## src/rtl/seq_detect_cfg_pkg.sv

```systemverilog
// Shared constants and helpers for the configurable serial sequence detector.
package seq_detect_pkg;

  localparam logic MODE_OVERLAP = 1'b1;
  localparam logic MODE_NONOVL  = 1'b0;

  // Width needed to hold a length in the range 0..pat_w.
  function automatic int len_w(input int pat_w);
    return $clog2(pat_w + 1);
  endfunction

  function automatic int len_clamp(input int len, input int pat_w);
    if (len < 1) return 1;
    if (len > pat_w) return pat_w;
    return len;
  endfunction

endpackage

```

## src/rtl/seq_detect_cfg_if.sv

```systemverilog
// Config, serial data and status signals of the sequence detector.
interface seq_detect_cfg_if #(
  parameter int PAT_W = 6,
  parameter int CNT_W = 8
);
  localparam int LEN_W = seq_detect_pkg::len_w(PAT_W);

  logic             cfg_we;
  logic [PAT_W-1:0] cfg_pattern;
  logic [LEN_W-1:0] cfg_len;
  logic             cfg_overlap;
  logic             data_valid;
  logic             data_in;
  logic             cnt_clr;
  logic             flag;
  logic [CNT_W-1:0] match_cnt;

  modport master (
    output cfg_we, cfg_pattern, cfg_len, cfg_overlap, data_valid, data_in, cnt_clr,
    input  flag, match_cnt
  );

  modport slave (
    input  cfg_we, cfg_pattern, cfg_len, cfg_overlap, data_valid, data_in, cnt_clr,
    output flag, match_cnt
  );

endinterface

```

## src/rtl/seq_detect_cfg_sat_cnt.sv

```systemverilog
// Saturating up-counter with synchronous clear; clear wins over increment.
module seq_sat_cnt #(
  parameter int CNT_W = 8
) (
  input  logic             clk,
  input  logic             rst_n,
  input  logic             inc,
  input  logic             clr,
  output logic [CNT_W-1:0] cnt
);

  always_ff @(posedge clk or negedge rst_n) begin
    if (!rst_n) begin
      cnt <= '0;
    end else if (clr) begin
      cnt <= '0;
    end else if (inc && (cnt != {CNT_W{1'b1}})) begin
      cnt <= cnt + CNT_W'(1);
    end
  end

endmodule

```

## src/rtl/seq_detect_cfg.sv

```systemverilog
// Runtime-configurable serial bit-sequence detector with registered hit flag
// and saturating hit counter; config load discards a coincident data sample.
module seq_detect_cfg
  import seq_detect_pkg::*;
#(
  parameter int             PAT_W   = 6,
  parameter int             CNT_W   = 8,
  parameter logic [PAT_W-1:0] DEF_PAT = 6'b10010,
  parameter int             DEF_LEN = 5
) (
  input logic             clk,
  input logic             rst_n,
  seq_detect_cfg_if.slave bus
);

  localparam int               LEN_W   = len_w(PAT_W);
  localparam logic [LEN_W-1:0] RST_LEN = LEN_W'(len_clamp(DEF_LEN, PAT_W));
  localparam logic [LEN_W-1:0] FULL    = LEN_W'(PAT_W);

  logic [PAT_W-1:0] pat;
  logic [PAT_W-1:0] hist;
  logic [PAT_W-1:0] hist_nx;
  logic [PAT_W-1:0] mask;
  logic [LEN_W-1:0] len;
  logic [LEN_W-1:0] fill;
  logic [LEN_W-1:0] fill_nx;
  logic [LEN_W-1:0] cfg_len_c;
  logic             overlap;
  logic             sample;
  logic             match;
  logic             flag_q;

  assign sample    = bus.data_valid & ~bus.cfg_we;
  assign hist_nx   = {hist[PAT_W-2:0], bus.data_in};
  assign fill_nx   = (fill == FULL) ? fill : fill + LEN_W'(1);
  assign cfg_len_c = LEN_W'(len_clamp(int'(bus.cfg_len), PAT_W));

  // Only the low len bits take part in the compare.
  always_comb begin
    mask = '0;
    for (int i = 0; i < PAT_W; i++) begin
      mask[i] = (i < int'(len));
    end
  end

  assign match = sample && (fill_nx >= len) && (((hist_nx ^ pat) & mask) == '0);

  always_ff @(posedge clk or negedge rst_n) begin
    if (!rst_n) begin
      pat     <= DEF_PAT;
      len     <= RST_LEN;
      overlap <= MODE_OVERLAP;
      hist    <= '0;
      fill    <= '0;
      flag_q  <= 1'b0;
    end else begin
      flag_q <= match;
      if (bus.cfg_we) begin
        pat     <= bus.cfg_pattern;
        len     <= cfg_len_c;
        overlap <= bus.cfg_overlap;
        hist    <= '0;
        fill    <= '0;
      end else if (sample) begin
        hist <= hist_nx;
        // Non-overlapping mode demands a full set of fresh bits after a hit.
        fill <= (match && (overlap == MODE_NONOVL)) ? '0 : fill_nx;
      end
    end
  end

  assign bus.flag = flag_q;

  seq_sat_cnt #(.CNT_W(CNT_W)) u_cnt (
    .clk   (clk),
    .rst_n (rst_n),
    .inc   (match),
    .clr   (bus.cnt_clr),
    .cnt   (bus.match_cnt)
  );

endmodule

```

## src/flat_wrapper.sv

```systemverilog
// flat-port wrapper written by rule: the top's interface ports become plain ports
module seq_detect_cfg_flat import seq_detect_pkg::*;
#(
  parameter int             PAT_W   = 6,
  parameter int             CNT_W   = 8,
  parameter logic [PAT_W-1:0] DEF_PAT = 6'b10010,
  parameter int             DEF_LEN = 5
)
  (clk, rst_n, bus_cfg_we, bus_cfg_pattern, bus_cfg_len, bus_cfg_overlap, bus_data_valid, bus_data_in, bus_cnt_clr, bus_flag, bus_match_cnt);
  seq_detect_cfg_if #(.PAT_W(PAT_W), .CNT_W(CNT_W)) bus_i ();
  input logic clk;
  input logic rst_n;
  input wire logic [$bits(bus_i.cfg_we)-1:0] bus_cfg_we;
  input wire logic [$bits(bus_i.cfg_pattern)-1:0] bus_cfg_pattern;
  input wire logic [$bits(bus_i.cfg_len)-1:0] bus_cfg_len;
  input wire logic [$bits(bus_i.cfg_overlap)-1:0] bus_cfg_overlap;
  input wire logic [$bits(bus_i.data_valid)-1:0] bus_data_valid;
  input wire logic [$bits(bus_i.data_in)-1:0] bus_data_in;
  input wire logic [$bits(bus_i.cnt_clr)-1:0] bus_cnt_clr;
  output wire logic [$bits(bus_i.flag)-1:0] bus_flag;
  output wire logic [$bits(bus_i.match_cnt)-1:0] bus_match_cnt;
  assign bus_i.cfg_we = bus_cfg_we;
  assign bus_i.cfg_pattern = bus_cfg_pattern;
  assign bus_i.cfg_len = bus_cfg_len;
  assign bus_i.cfg_overlap = bus_cfg_overlap;
  assign bus_i.data_valid = bus_data_valid;
  assign bus_i.data_in = bus_data_in;
  assign bus_i.cnt_clr = bus_cnt_clr;
  assign bus_flag = bus_i.flag;
  assign bus_match_cnt = bus_i.match_cnt;
  seq_detect_cfg #(.PAT_W(PAT_W), .CNT_W(CNT_W), .DEF_PAT(DEF_PAT), .DEF_LEN(DEF_LEN)) u_core (.clk(clk), .rst_n(rst_n), .bus(bus_i));
endmodule
```

## config.mk

```make
export PLATFORM = sky130hd
export DESIGN_NAME = seq_detect_cfg_flat
export DESIGN_NICKNAME = d
export VERILOG_FILES = /design/src/rtl/seq_detect_cfg_pkg.sv /design/src/rtl/seq_detect_cfg_if.sv /design/src/rtl/seq_detect_cfg_sat_cnt.sv /design/src/rtl/seq_detect_cfg.sv /design/src/flat_wrapper.sv
export SDC_FILE = /design/constraint.sdc
export NUM_CORES = 1
export LEC_CHECK = 0
export BUFFER_PORTS_ARGS = -buffer_cell sky130_fd_sc_hd__buf_2
export CORE_ASPECT_RATIO = 0.6
export CORE_MARGIN = 4
export CORE_UTILIZATION = 50
export DETAILED_ROUTE_END_ITERATION = 6
export MAX_ROUTING_LAYER = met4
export PLACE_DENSITY_LB_ADDON = 0.15
export SETUP_SLACK_MARGIN = 0.3
export SKIP_CTS_REPAIR_TIMING = 1
export SLEW_MARGIN = 20
export SYNTH_ARGS = -nofsm -noshare
export SYNTH_HDL_FRONTEND = slang
export SYNTH_SLANG_ARGS = --single-unit
```

## constraint.sdc

```tcl
create_clock -name clk -period 2.4 [get_ports clk]
set_input_delay 0.24 -clock clk [delete_from_list [all_inputs] [get_ports clk]]
set_output_delay 0.24 -clock clk [all_outputs]
set_load 0.02 [all_outputs]
```

**After elaboration in Yosys (flattened, before gate mapping)**

Index checks and enable logic that the tools add are counted.
Widths: inputs -> output; s select.

- Register bits after elaboration: 27
- Bits in latches: 0
- Bits in writable memories: 0
- Memory bits (read-only): 0
- Input port bits: 16
- Output and inout bits: 9
- Memories kept: 0

- Add/subtract/negate cells: 2
- Multipliers: 0
- Div/mod/pow operators: 0
- Magnitude comparators: 9
- Eq/ne operators: 2
- Shift operators: 0
- Mux-type cells: 15
- Bitwise gates (word level): 5
- Reduce and logical (&&, ||, !) cells: 7

Operators by type and width:

| cell | number |
|---|---|
| $mux 3 | 7 |
| $mux 8 | 2 |
| $mux 5 | 2 |
| $add 8x1->8 const B | 1 |
| $ne 8x8->1 const B | 1 |
| $and 6x6->6 | 1 |
| $logic_not 6->1 | 1 |
| $lt 1x3->1 const A | 2 |
| $lt 2x3->1 const A | 2 |
| $lt 3x3->1 const A | 2 |
| $xor 6x6->6 | 1 |
| $logic_and 1x1->1 | 4 |
| $mux 1 | 4 |
| $reduce_bool 2->1 | 2 |
| $add 3x1->3 const B | 1 |
| $eq 3x3->1 const B | 1 |
| $ge 3x3->1 | 1 |
| $gt 3x3->1 const B | 1 |
| $lt 3x1->1 const B | 1 |
| $not 1->1 | 2 |
| $and 1x1->1 | 1 |

**Logic depth before layout (Yosys ltp)**

- Depth after elaboration: 9
- Mapped depth: 11

**Cells and area by module**

Synthesis repeated with hierarchy kept, for this count alone.

- Cell total of the unflattened synthesis: 147
- Area, all modules: 1503.9 um^2

Modules (own cells, without submodules):

| module | instances | cells an instance | area an instance (um^2) |
|---|---|---|---|
| seq_detect_cfg | 1 | 98 | 1039.7 |
| seq_sat_cnt | 1 | 49 | 464.2 |

**Least setup slack after synthesis**

No wires, ideal clock.

- Kind: reg2reg
- Start: reg u_core.fill[0]
- End: reg u_core.u_cnt.cnt[0]
- Library setup time: 0.125 ns
- Arrival time: 2.201 ns
- Data required time: 2.275 ns
- Path slack: 0.074 ns
- Cell stages (with the launch flop): 12
- Path buffers: 0
- Clock period less this slack: 2.326 ns
- Path through: dfrtp_1 inv_1 ha_1 nand2_1 nor2_1 a21oi_1 ha_1 o21ai_0 o21bai_1 nand2_2 nor3b_1 mux2_2

- Cells in the longest elaborated chain, start to end: 7

RTL lines:

| what | line | RTL |
|---|---|---|
| start, declared | seq_detect_cfg.sv:25 | `logic [LEN_W-1:0] fill;` |
| start signal, assigned | seq_detect_cfg.sv:67 | `fill <= (match && (overlap == MODE_NONOVL)) ? '0 : fill_nx;` |
| $add 3x1->3 / $eq 3x3->1 (equally long branches) | seq_detect_cfg.sv:35 | `assign fill_nx = (fill == FULL) ? fill : fill + LEN_W'(1);` |
| $mux 3 (*) | seq_detect_cfg.sv:35 |  |
| $ge 3x3->1 (*) | seq_detect_cfg.sv:46 | `assign match = sample && (fill_nx >= len) && (((hist_nx ^ pat) & mask) == '0);` |
| $logic_and 1x1->1 (*) (2 in series) | seq_detect_cfg.sv:46 |  |
| $logic_and 1x1->1 (*) | seq_detect_cfg_sat_cnt.sv:17 | `end else if (inc && (cnt != {CNT_W{1'b1}})) begin` |
| $reduce_bool 2->1 (no source line) (*) | -- |  |
| end signal, assigned | seq_detect_cfg_sat_cnt.sv:18 | `cnt <= cnt + CNT_W'(1);` |
| end, declared | seq_detect_cfg_sat_cnt.sv:9 | `output logic [CNT_W-1:0] cnt` |

Every way passes the cells marked *; elsewhere a longest branch is shown, timed or not.
A chain may end at the register's enable or synchronous reset.

**Worst setup path after layout**

Ends and elaborated chain as after synthesis.

==> qor.tcl <==
set qor(status) {finished with violations}
set qor(violations) {negative hold slack}
set qor(initial_utilization_pct) 52.1
set qor(layout_commonest_cell) {buf_2}
set qor(final.min_clock_period_ns) 2.32
set qor(num_rows) 15
set qor(reg2reg_slack_ns) 0.08
set qor(net_count_after_synthesis) 166
set qor(seq_area_frac_synth_pct) 45.8
set qor(drt_pre_antenna_iters) 4
set qor(layout-drive-gt1-share_pct) 39.5
set qor(cts_root_buffer) {clkbuf_8}
set qor(cts_inserted_buffers) 3
set qor(gr-total-overflow) 0
set qor(syn_inst) 144
set qor(dp.final_hpwl_mm) 2.39
set qor(num_vias) 1135
set qor(grt_usage_pct) 18.3
set qor(dp_cells) 206
set qor(crit_chain) {inv_2 > ha_4 > nand2_4 > xnor2_2 > ha_1 > nor3b_2 > o21bai_2 > nand2_2 > nor3b_4 > mux2_4}
set qor(wl_per_cell_um) 15.2
set qor(final_util_pct) 63.2
set qor(finalNonFillerCells) 214
set qor(power_per_cell_area_mw_per_mm2) 532
set qor(routed_wire_length_mm) 3.25
set qor(vias_in_the_first_global_route) 1135
set qor(p_leak_nw) 0.869
set qor(design.die.area_sq_mm) 0.00394
set qor(place.port_buffers) 24
set qor(critical_path_class) {reg -> reg}
set qor(number_of_nets_at_the_end_of_the_flow) 195
set qor(antenna_left) 0
set qor(diodes) 0
set qor(finalCritPeriodShare_pct) 96.5
set qor(yosys_warnings) 0
set qor(clock_path_buffers) 2
set qor(critPathTopFamily) {simple AND/OR/NAND/NOR gates}
set qor(synth-async-reset-ratio_pct) 100
set qor(final-setup-viol-count) 0
set qor(critPathBufInv) 1
set qor(maximum_fanout_count_along_the_critical_path) 6
set qor(worst-slew-pin-transition_ns) 0.659
set qor(worstHoldPathType) {in -> async}
set qor(setup_repair_after_global_routing_missed_its_margin) {yes}
set qor(syn-mean-instance-area_sq_um) 10.3
set qor(synth_flop_cell) {dfrtp_1}
set qor(post_synth_num_cell_types) 41
set qor(clock_skew_ns) 0.00262
set qor(worstSetupStartpointType) {flip-flop}
set qor(layout-area-overhead-vs-synth_pct) 21.1
set qor(htree_levels) 1
set qor(finalHoldViolCount) 22
set qor(remaining_drc_errors) 0
set qor(ir_worst_vdd_v) 0.000258
set qor(end_kind) {flip-flop}
set qor(crit_arrival_ns) 2.49
set qor(grt_antenna_before_repair) 0
set qor(clock_latency_on_the_worst_skew_pair_ns) 0.28
set qor(grt_first_pass_wirelength_mm) 5.42
set qor(clock_sinks) 27
set qor(area_inside_the_core_boundary_sq_mm) 0.00285
set qor(drt_iter0_drc) 54
set qor(boundaryPins) 25
set qor(grt_start_max_net_pins) 28
set qor(die_height_um) 50.3
set qor(tritoncts) {yes}
set qor(critical_path_required_ns) 2.57
set qor(gp_congestion) 0.852
set qor(worst_path_largest_cell_delay_ns) 0.42
set qor(mostFrequentLayoutCells) {buf_2 (24), dfrtp_1 (21), nor2_1 (12)}
set qor(detailed_route_vias_per_instance) 5.30
set qor(max_freq_mhz) 432
set qor(syn-cell-area_sq_mm) 0.00149
set qor(timing_max_transition_violations_final) 0
set qor(max_slew_headroom_pct) 55.9
set qor(final.hold.worst_slack_ns) -0.0442
set qor(ys_ff_latch) 27
set qor(critPathSlowestCell) {dfrtp_1}
set qor(maxCapViolations) 0
set qor(synth_edf_count) 0
set qor(die_x_um) 78.4
set qor(clk_transition_reported_paths_ns) 0.09
set qor(setup-tns-final_ns) 0
[cell families after synthesis]
logic type	count (synthesis)	share of synthesized area, %
AO/OA/AOI/OAI	26	12.1
multiplexers	15	10.8
AND/OR/NAND/NOR	51	17.9
adder cells (fa/ha/maj)	6	5.05
flip-flops	27	45.8
XOR/XNOR	8	4.71
buffers and inverters	11	3.53
[where the power goes]
group	total [mW]	internal [mW]	switching (mW)
combinational	0.187	0.0851	0.102
clock	0.261	0.119	0.142
sequential	0.511	0.485	0.0257
total	0.959	0.690	0.269
[registers in the layout (all words and copies together), names as in the netlist]
signal            cells
u_core.hist           5
u_core.pat            6
u_core.bus.flag       1
u_core.overlap        1
u_core.fill           3
u_core.u_cnt.cnt      8
u_core.len            3
[Yosys cell counts, types with 2 or more instances]
library cell | instances | share of area (%)
dfrtp_1 | 22 | 37
nor2_1 | 14 | 3.5
nand2_1 | 12 | 3.0
mux2_2 | 9 | 6.8
a21oi_1 | 7 | 2.4
o21ai_0 | 7 | 2.4
ha_1 | 6 | 5.0
inv_1 | 6 | 1.5
mux2i_1 | 6 | 4.0
dfstp_2 | 5 | 8.8
xnor2_1 | 4 | 2.4
xor2_1 | 4 | 2.4
nand4_1 | 3 | 1.3
nor3_1 | 3 | 1.0
or4_1 | 3 | 1.5
and3_1 | 2 | 0.84
clkbuf_1 | 2 | 0.50
nand3_1 | 2 | 0.67
nor2b_1 | 2 | 0.84
nor3b_1 | 2 | 1.0
o31ai_1 | 2 | 1.0
or3_1 | 2 | 0.84
[path summary, 6_finish.rpt]
path,startpoint,end,cells after the start
max in group asynchronous,rst_n,u_core.fill[1]$_DFFE_PN0P_,1
max reg2reg,u_core.fill[0]$_DFFE_PN0P_,u_core.u_cnt.cnt[0]$_DFFE_PN0P_,10
min in group clk,bus_cfg_pattern[3],u_core.pat[3]$_DFFE_PN0P_,2
min,rst_n,u_core.u_cnt.cnt[5]$_DFFE_PN0P_,1
max,u_core.fill[0]$_DFFE_PN0P_,u_core.u_cnt.cnt[0]$_DFFE_PN0P_,10
min reg2reg,u_core.len[0]$_DFFE_PN1P_,u_core.len[0]$_DFFE_PN1P_,2
[through the flow]
step | power, mW | cell area [sq um] | hold slack, ns | setup slack (ns)
after floorplan | 0.629 | 1520 | -0.0556 | 0.219
after global placement | 0.676 | 1670 | 0.284 | 0.104
after detailed placement | 0.683 | 1670 | 0.289 | 0.0407
after CTS | 0.945 | 1720 | -0.0191 | 0.0307
after global routing | 1.01 | 1800 | 0.00539 | 0.0150
final | 0.959 | 1800 | -0.0442 | 0.0842
[area by class of cell]
class	count	area, sq um
Clock buffer	4	45.0
Fill cell	270	1050
Inverter	6	22.5
Multi-Input combinational cell	106	837
Sequential cell	27	683
Tap cell	42	52.6
Timing Repair Buffer	29	161
[per-layer routing]
| layer | vias up | wire length (um) | GRT usage [%] |
|---|---|---|---|
| met5 | - | 0 | - |
| met2 | 26 | 1420 | 26.4 |
| li1 | 569 | - | - |
| met1 | 537 | 1630 | 25.9 |
| met4 | 0 | 23 | 4.36 |
| met3 | 3 | 181 | 4.48 |
Power figures use the tool's default switching activity.
